==> src/rtl/regfile_write_arbiter.sv <==
// Round-robin arbiter sharing the register file's single write port between
// requester A (ALU writeback) and requester B (load writeback).
module regfile_write_arbiter #(
  parameter int WORD_LENGTH      = 8,
  parameter int ADDR_WIDTH       = 3,
  parameter int ZERO_REG_PROTECT = 0,
  parameter int CNT_WIDTH        = 8
) (
  input  logic                   clk,
  input  logic                   reset,
  input  logic                   a_valid,
  input  logic [ADDR_WIDTH-1:0]  a_addr,
  input  logic [WORD_LENGTH-1:0] a_data,
  output logic                   a_ready,
  input  logic                   b_valid,
  input  logic [ADDR_WIDTH-1:0]  b_addr,
  input  logic [WORD_LENGTH-1:0] b_data,
  output logic                   b_ready,
  output logic                   reg_Write,
  output logic [ADDR_WIDTH-1:0]  Write_Register,
  output logic [WORD_LENGTH-1:0] Write_Data,
  output logic                   last_grant,
  output logic [CNT_WIDTH-1:0]   conflict_count
);

  typedef enum logic {
    REQ_A = 1'b0,
    REQ_B = 1'b1
  } req_e;

  req_e                   rr_ptr;
  logic                   a_xfer;
  logic                   b_xfer;
  logic                   any_xfer;
  logic                   drop_write;
  logic [ADDR_WIDTH-1:0]  gnt_addr;
  logic [WORD_LENGTH-1:0] gnt_data;

  // The pointer only matters when both requesters contend.
  always_comb begin
    // NOTE: default every output first so no path leaves one unassigned (which would infer a latch).
    a_ready = 1'b0;
    b_ready = 1'b0;
    if (!reset) begin
      if (a_valid && (!b_valid || rr_ptr == REQ_A)) begin
        a_ready = 1'b1;
      end else if (b_valid) begin
        b_ready = 1'b1;
      end
    end
  end

  assign a_xfer     = a_valid & a_ready;
  assign b_xfer     = b_valid & b_ready;
  assign any_xfer   = a_xfer | b_xfer;
  assign gnt_addr   = b_xfer ? b_addr : a_addr;
  assign gnt_data   = b_xfer ? b_data : a_data;
  assign drop_write = (ZERO_REG_PROTECT != 0) && (gnt_addr == '0);

  always_ff @(posedge clk or posedge reset) begin
    if (reset) begin
      reg_Write      <= 1'b0;
      Write_Register <= '0;
      Write_Data     <= '0;
      last_grant     <= 1'b0;
      conflict_count <= '0;
      rr_ptr         <= REQ_A;
    end else begin
      // NOTE: sequential state uses non-blocking assignments so every register samples pre-edge values.
      reg_Write <= any_xfer && !drop_write;
      if (any_xfer) begin
        Write_Register <= gnt_addr;
        Write_Data     <= gnt_data;
        last_grant     <= b_xfer;
        rr_ptr         <= b_xfer ? REQ_A : REQ_B;
      end
      // Saturate rather than wrap so a long stall never reads as a short one.
      if (a_valid && b_valid && conflict_count != '1) begin
        conflict_count <= conflict_count + CNT_WIDTH'(1);
      end
    end
  end

endmodule

==> config.mk <==
export PLATFORM = sky130hd
export DESIGN_NAME = regfile_write_arbiter
export DESIGN_NICKNAME = d
export VERILOG_FILES = /design/src/rtl/regfile_write_arbiter.sv
export SDC_FILE = /design/constraint.sdc
export NUM_CORES = 1
export LEC_CHECK = 0
export BUFFER_PORTS_ARGS = -buffer_cell sky130_fd_sc_hd__buf_4
export CAP_MARGIN = 20
export CORE_MARGIN = 10
export CORE_UTILIZATION = 44
export CTS_CLUSTER_DIAMETER = 50
export DETAILED_ROUTE_END_ITERATION = 10
export GPL_TIMING_DRIVEN = 0
export PLACE_DENSITY_LB_ADDON = 0.12
export SLEW_MARGIN = 5
export SYNTH_ARGS = -nofsm -noshare
export SYNTH_HDL_FRONTEND = slang
export SYNTH_SLANG_ARGS = --single-unit
==> constraint.sdc <==
create_clock -name clk -period 1.92 [get_ports clk]
set_clock_uncertainty 0.05 [all_clocks]
set_input_delay 0.096 -clock clk [delete_from_list [all_inputs] [get_ports clk]]
set_output_delay 0.096 -clock clk [all_outputs]
set_load 0.02 [all_outputs]
# --- Word level (Yosys, flattened, before mapping) ---
# Index checks and enable logic that the tools add are counted.
totals:
  ff_bits: 22
  in_bits: 26
  out_inout_bits: 23
  wordCells: 25
classes:
  addsub: 1
  eq_ne: 1
  n_mux: 8
  bitwise: 4
  reduce_logical: 5
ops:
  columns: ["op", "count"]
  rows:
  - ["adder 8 x 1 -> 8 bit, second input constant", 1]
  - ["2-to-1 mux 8 bit", 1]
  - ["inequality test 8 bit, second input constant", 1]
  - ["2-to-1 mux 1 bit", 6]
  - ["logical AND 1 bit", 3]
  - ["2-to-1 mux 3 bit", 1]
  - ["bitwise AND 1 bit", 2]
  - ["zero test 1 bit", 1]
  - ["logical OR 1 bit", 1]
  - ["NOT 1 bit", 1]
  - ["bitwise OR 1 bit", 1]

# --- Depth between registers and ports, before layout ---
depth:
  ltp_word: 7
  ltp_mapped: 5
  mapped_depth_nobuf: 4

# --- Worst setup path before layout ---
# Ideal clock, no wire load.
synth_path:
  kind: "reg-to-reg"
  from: "register conflict_count[2]"
  to: "register conflict_count[1]"
  setup_ns: 0.125
  arrival_ns: 1.367
  required_ns: 1.745
  path_slack_ns: 0.378
  path_stages_with_launch: 6
  path_buffers: 1
  period_less_slack_ns: 1.542
  path_cell_list: "dfrtp_1 and4_1 buf_6 nand4_4 nand3_2 mux2_4"
synth_between:
  elab_chain_len: 2
synth_lines:
  columns: ["item", "line", "rtl"]
  rows:
  - ["start: declaration", "23", "output logic [CNT_WIDTH-1:0] conflict_count"]
  - ["start signal: assignment", "79", "conflict_count <= conflict_count + CNT_WIDTH'(1);"]
  - ["inequality test 8 bit", "78", "if (a_valid && b_valid && conflict_count != '1) begin"]
  - ["logical AND 1 bit", "78", null]
# Every way passes these cells.
# A chain may end at the register's enable or synchronous reset.

# --- Final worst setup path ---
layout_path:
  from: "register rr_ptr"
  to: "register Write_Data[3]"
layout_between:
  elab_chain_len: 7
  word_cells_on_any_way: 11
  classes_between: "mux: 5; bitwise: 4; reduce/logical: 2"
layout_lines:
  columns: ["item", "line", "rtl"]
  rows:
  - ["start: declaration", "31", "req_e rr_ptr;"]
  - ["start signal: assignment", "75", "rr_ptr <= b_xfer ? REQ_A : REQ_B;"]
  - ["NOT 1 bit (*)", "45", "if (a_valid && (!b_valid || rr_ptr == REQ_A)) begin"]
  - ["logical OR 1 bit (*)", "45", null]
  - ["logical AND 1 bit (*)", "45", null]
  - ["2-to-1 mux 1 bit", "45", null]
  - ["2-to-1 mux 1 bit", "44", "if (!reset) begin"]
  - ["bitwise AND 1 bit, on equally long branches", "54, 53", null]
  - ["2-to-1 mux 8 bit / bitwise OR 1 bit (equally long branches)", "57, 55", null]
  - ["end signal: assignment", "73", "Write_Data <= gnt_data;"]
  - ["end: declaration", "21", "output logic [WORD_LENGTH-1:0] Write_Data,"]
# Mark *: on every way between the ends. The rest lies on a longest branch, timed or not.

==> results.py <==
metrics = {
    "outcome": {
        "failed_checks": "negative hold slack",
        "outcome": "finished, violations left",
    },
    "synth": {
        "synth_area_sq_um": 1000,
        "synth_edf_count": 0,
        "ys.flop_type": "dfrtp_1",
        "async_flop_share": 1.00,
        "synthCells": 96,
        "syn_area_per_cell_sq_um": 10.4,
        "synthTopCellsByArea": "dfrtp_1, nand2_1, a22oi_1",
        "synth_largest_area_cell": "dfrtp_1",
        "synth_most_common_cell": "nand2_1",
        "ys_ff_latch": 22,
        "yosysTopAreaCellShare": 0.551,
        "yosysSeqAreaShare": 0.551,
        "synth_nets": 123,
        "yosysWarnings": 0,
        "ys_top_cells_by_count": "nand2_1, dfrtp_1, a22oi_1",
        "yosys.cell_types.count": 24,
    },
    "power": {
        "powerDensity_nw_per_um2": 920,
        "total_leakage_power_uw": 0.000831,
        "ir_worst_vdd_mv": 0.788,
    },
    "critical_path": {
        "required_ns": 2.07,
        "critPathCaptureType": "register",
        "startpoint_type": "register",
        "path_max_fanout": 10,
        "worstSetupPathType": "reg -> reg",
        "ff2ff_setup_slack_ns": 0.08,
        "crit_arrival_ns": 1.99,
    },
    "global_routing": {
        "track_usage": 0.128,
        "grt-ovfl-total": 0,
        "grt_max_degree": 23,
        "grt_pass1_vias": 1039,
        "grt_pass1_wl_um": 4710,
        "antenna_found_initial": 0,
    },
    "route": {
        "num_vias": 977,
        "drt_wl_total_um": 2840,
        "vias_per_cell": 5.01,
        "drtAntennaViolNets": 0,
        "drtIter0Drc": 44,
        "drc": 0,
        "drt_first_pass_iters": 4,
        "wl_per_cell_um": 14.5,
    },
    "clock_tree": {
        "clkTransAtPathRegs_ns": 0.12,
        "clockBufferDepth": 2,
        "cts_inserted_buffers": 3,
        "cts_tree": "yes",
        "clkSinkCount": 22,
        "worstSkewPairLatency_ns": 0.29,
        "post_cts_buffers": 0,
        "cts_root_buffer": "clkbuf_4",
        "h-tree-depth": 1,
    },
    "sta": {
        "hold_violations": 3,
        "slew_headroom": 0.362,
        "final-max-slew-violation-count": 0,
        "hold_slack_ns": -0.0268,
        "fmax_mhz": 544,
        "finalSetupViolCount": 0,
        "period_share": 0.957,
        "min_period_ns": 1.84,
        "rsz0062_at_grt": "false",
        "tightest_slew_ns": 0.954,
        "finalSetupTns_ns": 0,
    },
    "floorplan": {
        "rows": 17,
        "coreArea_sq_um": 2190,
        "dieArea_sq_um": 4580,
        "die_y_um": 67.7,
        "start_util": 0.456,
        "num_io_pins": 49,
        "die_x_um": 67.7,
    },
    "finish": {
        "fillers": 154,
        "syn_to_final_growth_pct": 63.5,
        "layout-drive-gt1-share": 0.371,
        "nets": 195,
        "diodes": 0,
    },
    "placement": {
        "hpwlAfterDp_um": 2050,
        "io_buffers": 48,
        "gp_congestion": 0.674,
    },
    "job": {
        "drv_cap": 0,
    },
    "hold_path": {
        "min_path_type": "in -> reg",
    },
}
logic make-up after synthesis:
family	share of synthesized area
flip-flops	0.551
buffers and inverters	0.0388
multiplexers	0.0150
AND/OR/NAND/NOR	0.204
XOR/XNOR	0.0350
adder cells (fa/ha/maj)	0.0125
AO/OA/AOI/OAI	0.144
critical path, cell delays in order (launching register included):
cell and delay (ns):
dfrtp_1 0.41, nand2_1 0.07, and3_2 0.25, buf_6 0.15, a22oi_1 0.18, dlygate4sd3_1 0.58
nand2_1 0.05
layer usage:
| layer | wire length, um | GRT usage | up-vias |
|---|---|---|---|
| met3 | 264 | 0.0430 | 4 |
| li1 | - | - | 481 |
| met4 | 42 | 0.0333 | 0 |
| met5 | 0 | 0 | - |
| met2 | 1370 | 0.221 | 38 |
| met1 | 1150 | 0.149 | 454 |
layout by cell type (no fill, tap or decap), drive strengths merged:
master,instances
ha,1
and4,2
a31oi,4
nor2,3
mux2,1
inv,3
dlygate4sd3,19
and2b,1
a22oi,11
nand4,1
dfrtp,22
o21ai,1
a21boi,1
clkbuf,5
xnor2,4
a21oi,4
nor2b,1
and3,3
buf,51
nand3,5
nand2,24
final cells by class:
cell class | count | area [sq um] | area share
tap | 28 | 35.0 | 0.0214
clock buffer | 4 | 36.3 | 0.0222
inverter | 3 | 11.3 | 0.00689
sequential | 22 | 551 | 0.337
multi-input combinational | 67 | 417 | 0.255
timing repair buffer | 67 | 551 | 0.337
buffer | 4 | 33.8 | 0.0207
final timing paths:
kind,from,to,cells after the start
max,rr_ptr,Write_Data[3],6
max in group asynchronous,reset,Write_Data[5],3
min,a_data[1],Write_Data[1],3
min reg2reg,Write_Data[1],Write_Data[1],2
max reg2reg,rr_ptr,Write_Data[3],6
min in group asynchronous,reset,conflict_count[7],3
state kept, by name, summed over array words and instances, names as in the netlist:
name and cells:
conflict_count 8, Write_Data 8, last_grant 1, reg_Write 1, rr_ptr 1, Write_Register 3
report_power, final:
| group | internal [uW] | total [uW] | switching [uW] |
|---|---|---|---|
| combinational | 295 | 593 | 298 |
| clock | 115 | 246 | 131 |
| sequential | 567 | 663 | 96.0 |
| total | 978 | 1500 | 525 |
timing repair:
item                                    4_1_cts  5_1_grt
resized for setup                             0        5
hold buffers                                 23        0
hold endpoints to repair                     33        0
endpoints found under the setup margin        0        7
metrics by stage:
step,cells,area (sq um),worst slack (ns),power (uW),util
6_report,195,1630,0.0831,1500,0.746
3_3_place_gp,172,1400,0.0838,1210,0.637
3_5_place_dp,172,1400,0.0800,1240,0.637
4_1_cts,199,1660,0.0716,1530,0.758
5_1_grt,195,1630,0.0207,1610,0.746
2_1_floorplan,96,1000,0.378,966,-
Power figures use the tool's default switching activity.
